File: config.mk
export PLATFORM = sky130hd
export DESIGN_NAME = sprite_scheduler
export DESIGN_NICKNAME = d
export VERILOG_FILES = /design/src/rtl/sprite_pkg.sv /design/src/rtl/sprite_hit_detect.sv /design/src/rtl/sprite_scheduler.sv
export SDC_FILE = /design/constraint.sdc
export NUM_CORES = 1
export LEC_CHECK = 0
export ABC_CLOCK_PERIOD_IN_PS = 7100
export CAP_MARGIN = 30
export CORE_ASPECT_RATIO = 1.4
export CORE_UTILIZATION = 55
export CTS_BUF_LIST = sky130_fd_sc_hd__clkbuf_16
export CTS_CLUSTER_SIZE = 25
export DETAILED_ROUTE_END_ITERATION = 6
export PLACE_DENSITY = 0.75
export SYNTH_ARGS = -nofsm -noshare
export SYNTH_HDL_FRONTEND = slang
export SYNTH_SLANG_ARGS = --single-unit
export TNS_END_PERCENT = 1
File: constraint.sdc
create_clock -name clk -period 7.1 [get_ports clk]
set_clock_uncertainty 0.1 [all_clocks]
set_input_delay 1.42 -clock clk [delete_from_list [all_inputs] [get_ports clk]]
set_output_delay 1.42 -clock clk [all_outputs]
set_load 0.01 [all_outputs]
File: src/rtl/sprite_pkg.sv
// Shared types and defaults for the sprite scheduler: pixel coordinates,
// colours, per-sprite configuration record and the config FSM states.
package sprite_pkg;

  localparam int unsigned COORD_W = 11;
  localparam int unsigned RGB_W   = 12;

  typedef logic signed [COORD_W-1:0] coord_t;
  typedef logic [RGB_W-1:0]          rgb_t;

  typedef struct packed {
    logic   en;
    coord_t row;
    coord_t col;
  } sprite_cfg_t;

  localparam rgb_t DEF_KEY_RGB = 12'hF0F;
  localparam rgb_t DEF_BG_RGB  = 12'h000;

  typedef enum logic {
    S_IDLE = 1'b0,
    S_PEND = 1'b1
  } cfg_state_t;

endpackage

File: src/rtl/sprite_hit_detect.sv
// Per-sprite hit test: checks whether the pixel lies inside the sprite square
// and returns the sprite-local row/col offsets.
module sprite_hit_detect
  import sprite_pkg::*;
#(
  parameter int unsigned DIM_LOG2 = 4
) (
  input  sprite_cfg_t         i_cfg,
  input  coord_t              i_row,
  input  coord_t              i_col,
  output logic                o_hit_c,
  output logic [DIM_LOG2-1:0] o_lrow_c,
  output logic [DIM_LOG2-1:0] o_lcol_c
);

  localparam int unsigned DW = COORD_W + 1;

  logic signed [DW-1:0] w_dr;
  logic signed [DW-1:0] w_dc;

  // One extra bit so differences of any two 11-bit coordinates cannot wrap.
  assign w_dr = $signed({i_row[COORD_W-1], i_row}) - $signed({i_cfg.row[COORD_W-1], i_cfg.row});
  assign w_dc = $signed({i_col[COORD_W-1], i_col}) - $signed({i_cfg.col[COORD_W-1], i_cfg.col});

  assign o_hit_c  = i_cfg.en && (w_dr[DW-1:DIM_LOG2] == '0) && (w_dc[DW-1:DIM_LOG2] == '0);
  assign o_lrow_c = w_dr[DIM_LOG2-1:0];
  assign o_lcol_c = w_dc[DIM_LOG2-1:0];

endmodule

File: src/rtl/sprite_scheduler.sv
// Shares one sprite ROM between N_SPR sprites: priority hit selection, ROM
// addressing, colour keying and frame-synchronous config commit.
module sprite_scheduler
  import sprite_pkg::*;
#(
  parameter int unsigned N_SPR    = 4,
  parameter int unsigned DIM_LOG2 = 4,
  parameter rgb_t        BG_RGB   = DEF_BG_RGB,
  parameter rgb_t        KEY_RGB  = DEF_KEY_RGB,
  localparam int unsigned ID_W    = $clog2(N_SPR),
  localparam int unsigned ADDR_W  = ID_W + 2 * DIM_LOG2
) (
  input  logic              clk,
  input  logic              rst,
  input  logic              frame_start,
  input  logic              pix_valid,
  input  coord_t            pix_row,
  input  coord_t            pix_col,
  output logic [ADDR_W-1:0] rom_addr,
  input  rgb_t              rom_data,
  output logic              out_valid,
  output rgb_t              out_rgb,
  input  logic              cfg_valid,
  output logic              cfg_ready,
  input  logic [ID_W-1:0]   cfg_id,
  input  logic              cfg_en,
  input  coord_t            cfg_row,
  input  coord_t            cfg_col,
  output logic              commit_pending
);

  sprite_cfg_t         r_shadow [N_SPR];
  sprite_cfg_t         r_active [N_SPR];
  cfg_state_t          r_state;
  cfg_state_t          w_state_nxt;
  logic                w_cfg_acc;
  logic                w_commit;
  logic [N_SPR-1:0]    w_hit;
  logic [DIM_LOG2-1:0] w_lrow [N_SPR];
  logic [DIM_LOG2-1:0] w_lcol [N_SPR];
  logic                w_any_hit;
  logic [ID_W-1:0]     w_win_id;
  logic [DIM_LOG2-1:0] w_win_row;
  logic [DIM_LOG2-1:0] w_win_col;
  logic                r_hit1;
  logic                r_valid1;

  for (genvar g = 0; g < N_SPR; g++) begin : g_hit
    sprite_hit_detect #(.DIM_LOG2(DIM_LOG2)) u_hit (
      .i_cfg    (r_active[g]),
      .i_row    (pix_row),
      .i_col    (pix_col),
      .o_hit_c  (w_hit[g]),
      .o_lrow_c (w_lrow[g]),
      .o_lcol_c (w_lcol[g])
    );
  end

  // Lowest index wins; only the winner is looked up.
  always_comb begin
    w_any_hit = 1'b0;
    w_win_id  = '0;
    w_win_row = '0;
    w_win_col = '0;
    for (int i = 0; i < N_SPR; i++) begin
      if (w_hit[i] && !w_any_hit) begin
        w_any_hit = 1'b1;
        w_win_id  = ID_W'(i);
        w_win_row = w_lrow[i];
        w_win_col = w_lcol[i];
      end
    end
  end

  // Writes are refused in the commit cycle so they never race the copy.
  assign cfg_ready = !frame_start;
  assign w_cfg_acc = cfg_valid && !frame_start;
  assign w_commit  = (r_state == S_PEND) && frame_start;

  always_ff @(posedge clk) begin
    if (rst) r_state <= S_IDLE;
    else     r_state <= w_state_nxt;
  end

  always_comb begin
    w_state_nxt    = r_state;
    commit_pending = 1'b0;
    case (r_state)
      S_IDLE: if (w_cfg_acc) w_state_nxt = S_PEND;
      S_PEND: begin
        commit_pending = 1'b1;
        if (w_commit) w_state_nxt = S_IDLE;
      end
      default: w_state_nxt = S_IDLE;
    endcase
  end

  always_ff @(posedge clk) begin
    if (rst) begin
      for (int i = 0; i < N_SPR; i++) begin
        r_shadow[i] <= '0;
        r_active[i] <= '0;
      end
    end else begin
      if (w_cfg_acc) r_shadow[cfg_id] <= '{en: cfg_en, row: cfg_row, col: cfg_col};
      if (w_commit) begin
        for (int i = 0; i < N_SPR; i++) r_active[i] <= r_shadow[i];
      end
    end
  end

  // Two-stage pixel pipeline: address/hit, then colour select.
  always_ff @(posedge clk) begin
    if (rst) begin
      rom_addr  <= '0;
      r_hit1    <= 1'b0;
      r_valid1  <= 1'b0;
      out_valid <= 1'b0;
      out_rgb   <= '0;
    end else begin
      if (w_any_hit) rom_addr <= {w_win_id, w_win_row, w_win_col};
      r_hit1    <= w_any_hit;
      r_valid1  <= pix_valid;
      out_valid <= r_valid1;
      if (!r_valid1)                         out_rgb <= '0;
      else if (!r_hit1 || rom_data == KEY_RGB) out_rgb <= BG_RGB;
      else                                   out_rgb <= rom_data;
    end
  end

endmodule

==> summary.md <==
| Metric | Value |
|---|---|
| Status | `finished, final reports clean` |
| Max FO, Critical Path | `6` |
| Arr. time, crit path | `about 5.3 ns` |
| Measured slew at the worst slew-check pin | `a little over 0.9 ns` |
| Clock sink count | `210` |
| Worst Setup Path Type | `input pin to register` |
| R2R setup slack | `3.38 ns` |
| Routed Wire Length | `36100 um` |
| Main combinational cell family by area after synthesis | `simple AND/OR/NAND/NOR gates` |
| # IOs | `between 80 and 90` |
| Area leader, netlist | `edfxtp_1` |
| Seq/Total Area, Yosys | `a little under half` |
| Core ar. | `~0.023 mm^2` |
| Fraction of layout instances using a drive strength above 1 | `5.37%` |
| Post-synth ARST share | `0%` |
| DIE WIDTH | `133 um` |
| Worst endpoint required time | `around 7.4 ns` |
| Synth cell types | `between 90 and 100` |
| Initial antenna violation count | `0` |
| Final nets | `~1500` |
| Hold Crit Depth | `1` |
| Synth Area in Simple Gates | `around a quarter` |
| Leakage power | `approximately 0.006 uW` |
| Clock slew at the register clock pins of the worst setup and hold paths | `approximately 0.06 ns` |
| Crit end category | `register` |
| Area contributors post-synth | `edfxtp_1 42%, and2_1 8.8%, ha_1 8.3%, dfxtp_1 3.9%, inv_1 3.7%` |
| # diodes | `0` |
| Fin cells | `between 1500 and 2000` |
| Proportion of netlist area held by the largest area contributor | `a little over two fifths` |
| Mapped Cells | `around 1300` |
| RSZ-0062 raised after global routing | `no` |
| XOR/XNOR share of the synthesized area | `under 10%` |
| Clock tree from TritonCTS | `yes` |
| GRT Util Overall | `29.5%` |
| Int Power | `2210 uW` |
| DRC | `0` |
| Crit path launch type | `input pin` |
| Setup TNS | `0 ns` |
| H-tree depth | `1` |
| Seq pwr share | `46.7%` |
| Vias per Instance | `just over 6` |
| Post-synth top flop | `edfxtp_1` |
| Port Buffers | `about 90` |
| Synth Area per Inst | `10.3 um^2` |
| Worst IR Drop VDD | `around 190 uV` |
| RR Endpoint | `rom_addr[2]$_SDFFE_PP0P_` |
| Combinational Power Share | `19.8%` |
| Power share of the clock group | `between 30 and 40%` |
| Synth-to-Final Area Change | `13.8%` |
| # setup viols final | `0` |
| Antenna-violating nets left | `0` |
| Post-synthesis mux area share | `~1.7%` |
| First-pass GRT wire length | `~55000 um` |
| R2R depth | `11` |
| Hold path start | `r_valid1$_SDFF_PP0_` |
| Flops & latches, synth | `between 200 and 250` |
| Power Density | `slightly above 200 mW/mm^2` |
| Synth Area in Adders | `9.53%` |
| Synth Area in Compound Gates | `a little over an eighth` |
| Slew margin rel. | `39.5%` |
| Synthesized Nets | `around 1400` |
| Final hold violations | `0` |
| Placed cells | `1648` |
| Syn. warnings | `0` |
| Mapped Area | `~0.013 mm^2` |
| 1st-iter DRT viols | `787` |
| Later-pin clock latency in the skew report | `roughly 0.5 ns` |
| Post-synth EDFFs | `184` |
| Routed length per instance | `approximately 21 um` |
| Via Count | `10331` |
| Rows | `66` |
| Fin. max-slew vios | `0` |
| Crit path time final | `about 4.9 ns` |
| Congestion Overflow GR | `0` |
| Max Fclk | `203 MHz` |
| Sw Pwr | `between 800 and 900 uW` |
| Post-CTS Hold Buffers | `0` |
| Clock root buffer | `clkbuf_16` |
| Post-CTS resize count | `0` |
| HPWL after DPL | `~27000 um` |
| Switching share of total power | `between 20% and 30%` |
| Final worst-path cycle share | `69.2%` |
| Largest net degree at the start of global routing | `93` |
| Crit Reg-Reg Startpoint | `r_active[2][0]$_SDFFCE_PN0P_` |
| Initial cell density of the core | `about 56%` |
| Die Ht | `about 190 um` |
| Worst Hold Path EP | `out_valid$_SDFF_PP0_` |
| Maxcap violations | `0` |
| Maximum root-to-sink buffer count | `3` |
| Final GP Congestion | `around 1.0` |
| Number of CTS-inserted buffers | `21` |
| Number of global-route vias before repair | `10053` |
| Pre-antenna DRT Iters | `7` |
| Min-delay worst type | `register to register` |
| Post-CTS Setup Bufs | `0` |
| Die ar. | `0.0247 mm^2` |
[critical path, cell delays in order]
cell and delay, ns:
clkdlybuf4s50_1 0.64, inv_1 0.19, fa_1 0.51, nor2b_1 0.26, o2111ai_1 0.14, o32a_1 0.30
o211ai_1 0.27, o2111ai_1 0.17, a211oi_1 0.35, nand4_1 0.40, o311a_1 0.47, o21ai_1 0.11
[registers in the layout (all words and copies together), names as in the netlist]
name       count
out_valid      1
r_hit1         1
r_valid1       1
r_shadow      92
r_state        1
r_active      92
out_rgb       12
rom_addr      10
[synthesized netlist by cell type (5+ instances only)]
cell,count
and3_1,34
buf_2,5
o21a_1,14
ha_1,88
or2_2,5
nor3_1,20
nand4b_1,8
nand2_1,46
o2111ai_1,13
xnor2_1,9
nand3_1,20
o221ai_1,7
nor2b_1,13
or3_1,6
o211ai_1,13
o31a_1,8
nor2_1,58
fa_1,8
o22ai_1,7
clkbuf_1,28
nand4_1,20
edfxtp_1,184
a211o_1,5
nand3b_1,9
dfxtp_1,26
nand2b_1,26
nor3b_1,13
o211a_1,6
nor4b_1,9
o31ai_1,6
a21o_1,14
mux2i_1,21
inv_1,131
nor4_1,12
o21ai_0,34
xor2_1,10
and2_1,187
a211oi_1,11
a21oi_1,55
[cell usage in the layout, fill, tap and decap left out, types with 34 or more instances in the layout]
cell,instances
ha_1,88
nand2_1,45
and2_1,187
a21oi_1,55
clkdlybuf4s50_1,88
o21ai_0,34
nor2_1,57
edfxtp_1,184
and3_1,34
inv_1,137
[cells by family after synthesis]
family	Yosys count
AND/OR/NAND/NOR	519
AO/OA/AOI/OAI	249
flip-flops	210
buffers and inverters	166
adder cells (fa/ha/maj)	96
multiplexers	22
XOR/XNOR	19
[worst max path at each step]
stage	from	to	cells after the start
finish	pix_col[1]	rom_addr[2]$_SDFFE_PP0P_	12
global route	pix_col[1]	rom_addr[6]$_SDFFE_PP0P_	12
CTS	pix_col[1]	rom_addr[2]$_SDFFE_PP0P_	12
detailed placement	pix_col[1]	rom_addr[6]$_SDFFE_PP0P_	12
global placement	pix_col[1]	rom_addr[6]$_SDFFE_PP0P_	12
floorplan	rst	r_active[0][0]$_SDFFCE_PN0P_	4
[power by group through the flow]
stage | Sequential, uW | Clock [uW] | Combinational, uW
3_5_place_dp | 1450 | 0 | 591
4_1_cts | 1420 | 1030 | 593
6_report | 1420 | 1020 | 605
2_1_floorplan | 1440 | 0 | 394
5_1_grt | 1430 | 1080 | 656
3_3_place_gp | 1450 | 0 | 588
[routing by layer]
| layer | share of wire [%] | up-vias | track usage, % |
|---|---|---|---|
| met5 | 0 | - | 0 |
| met4 | 3.9 | 0 | 12.1 |
| met3 | 5.6 | 88 | 3.40 |
| met2 | 51 | 384 | 54.0 |
| met1 | 39 | 4995 | 35.1 |
| li1 | - | 4864 | - |
[final cells by class]
class	instances	area, um^2
Clock inverter	16	96.3
Tap cell	306	383
Fill cell	1921	8390
Timing Repair Buffer	96	941
Clock buffer	21	526
Multi-Input combinational cell	905	6580
Sequential cell	210	6050
Inverter	131	492
[metrics by stage]
step | util [%] | power (uW) | area (um^2) | setup slack (ns) | hold slack (ns)
finish | 64.2 | 3050 | 15100 | 2.18 | 0.378
global route | 64.2 | 3170 | 15100 | 1.94 | 0.396
CTS | 64.2 | 3050 | 15100 | 2.28 | 0.381
detailed placement | 61.6 | 2040 | 14400 | 1.79 | 0.370
global placement | 61.6 | 2040 | 14400 | 1.90 | 0.371
floorplan | - | 1840 | 13200 | 2.60 | 0.349
(Power assumes the default switching activity.)
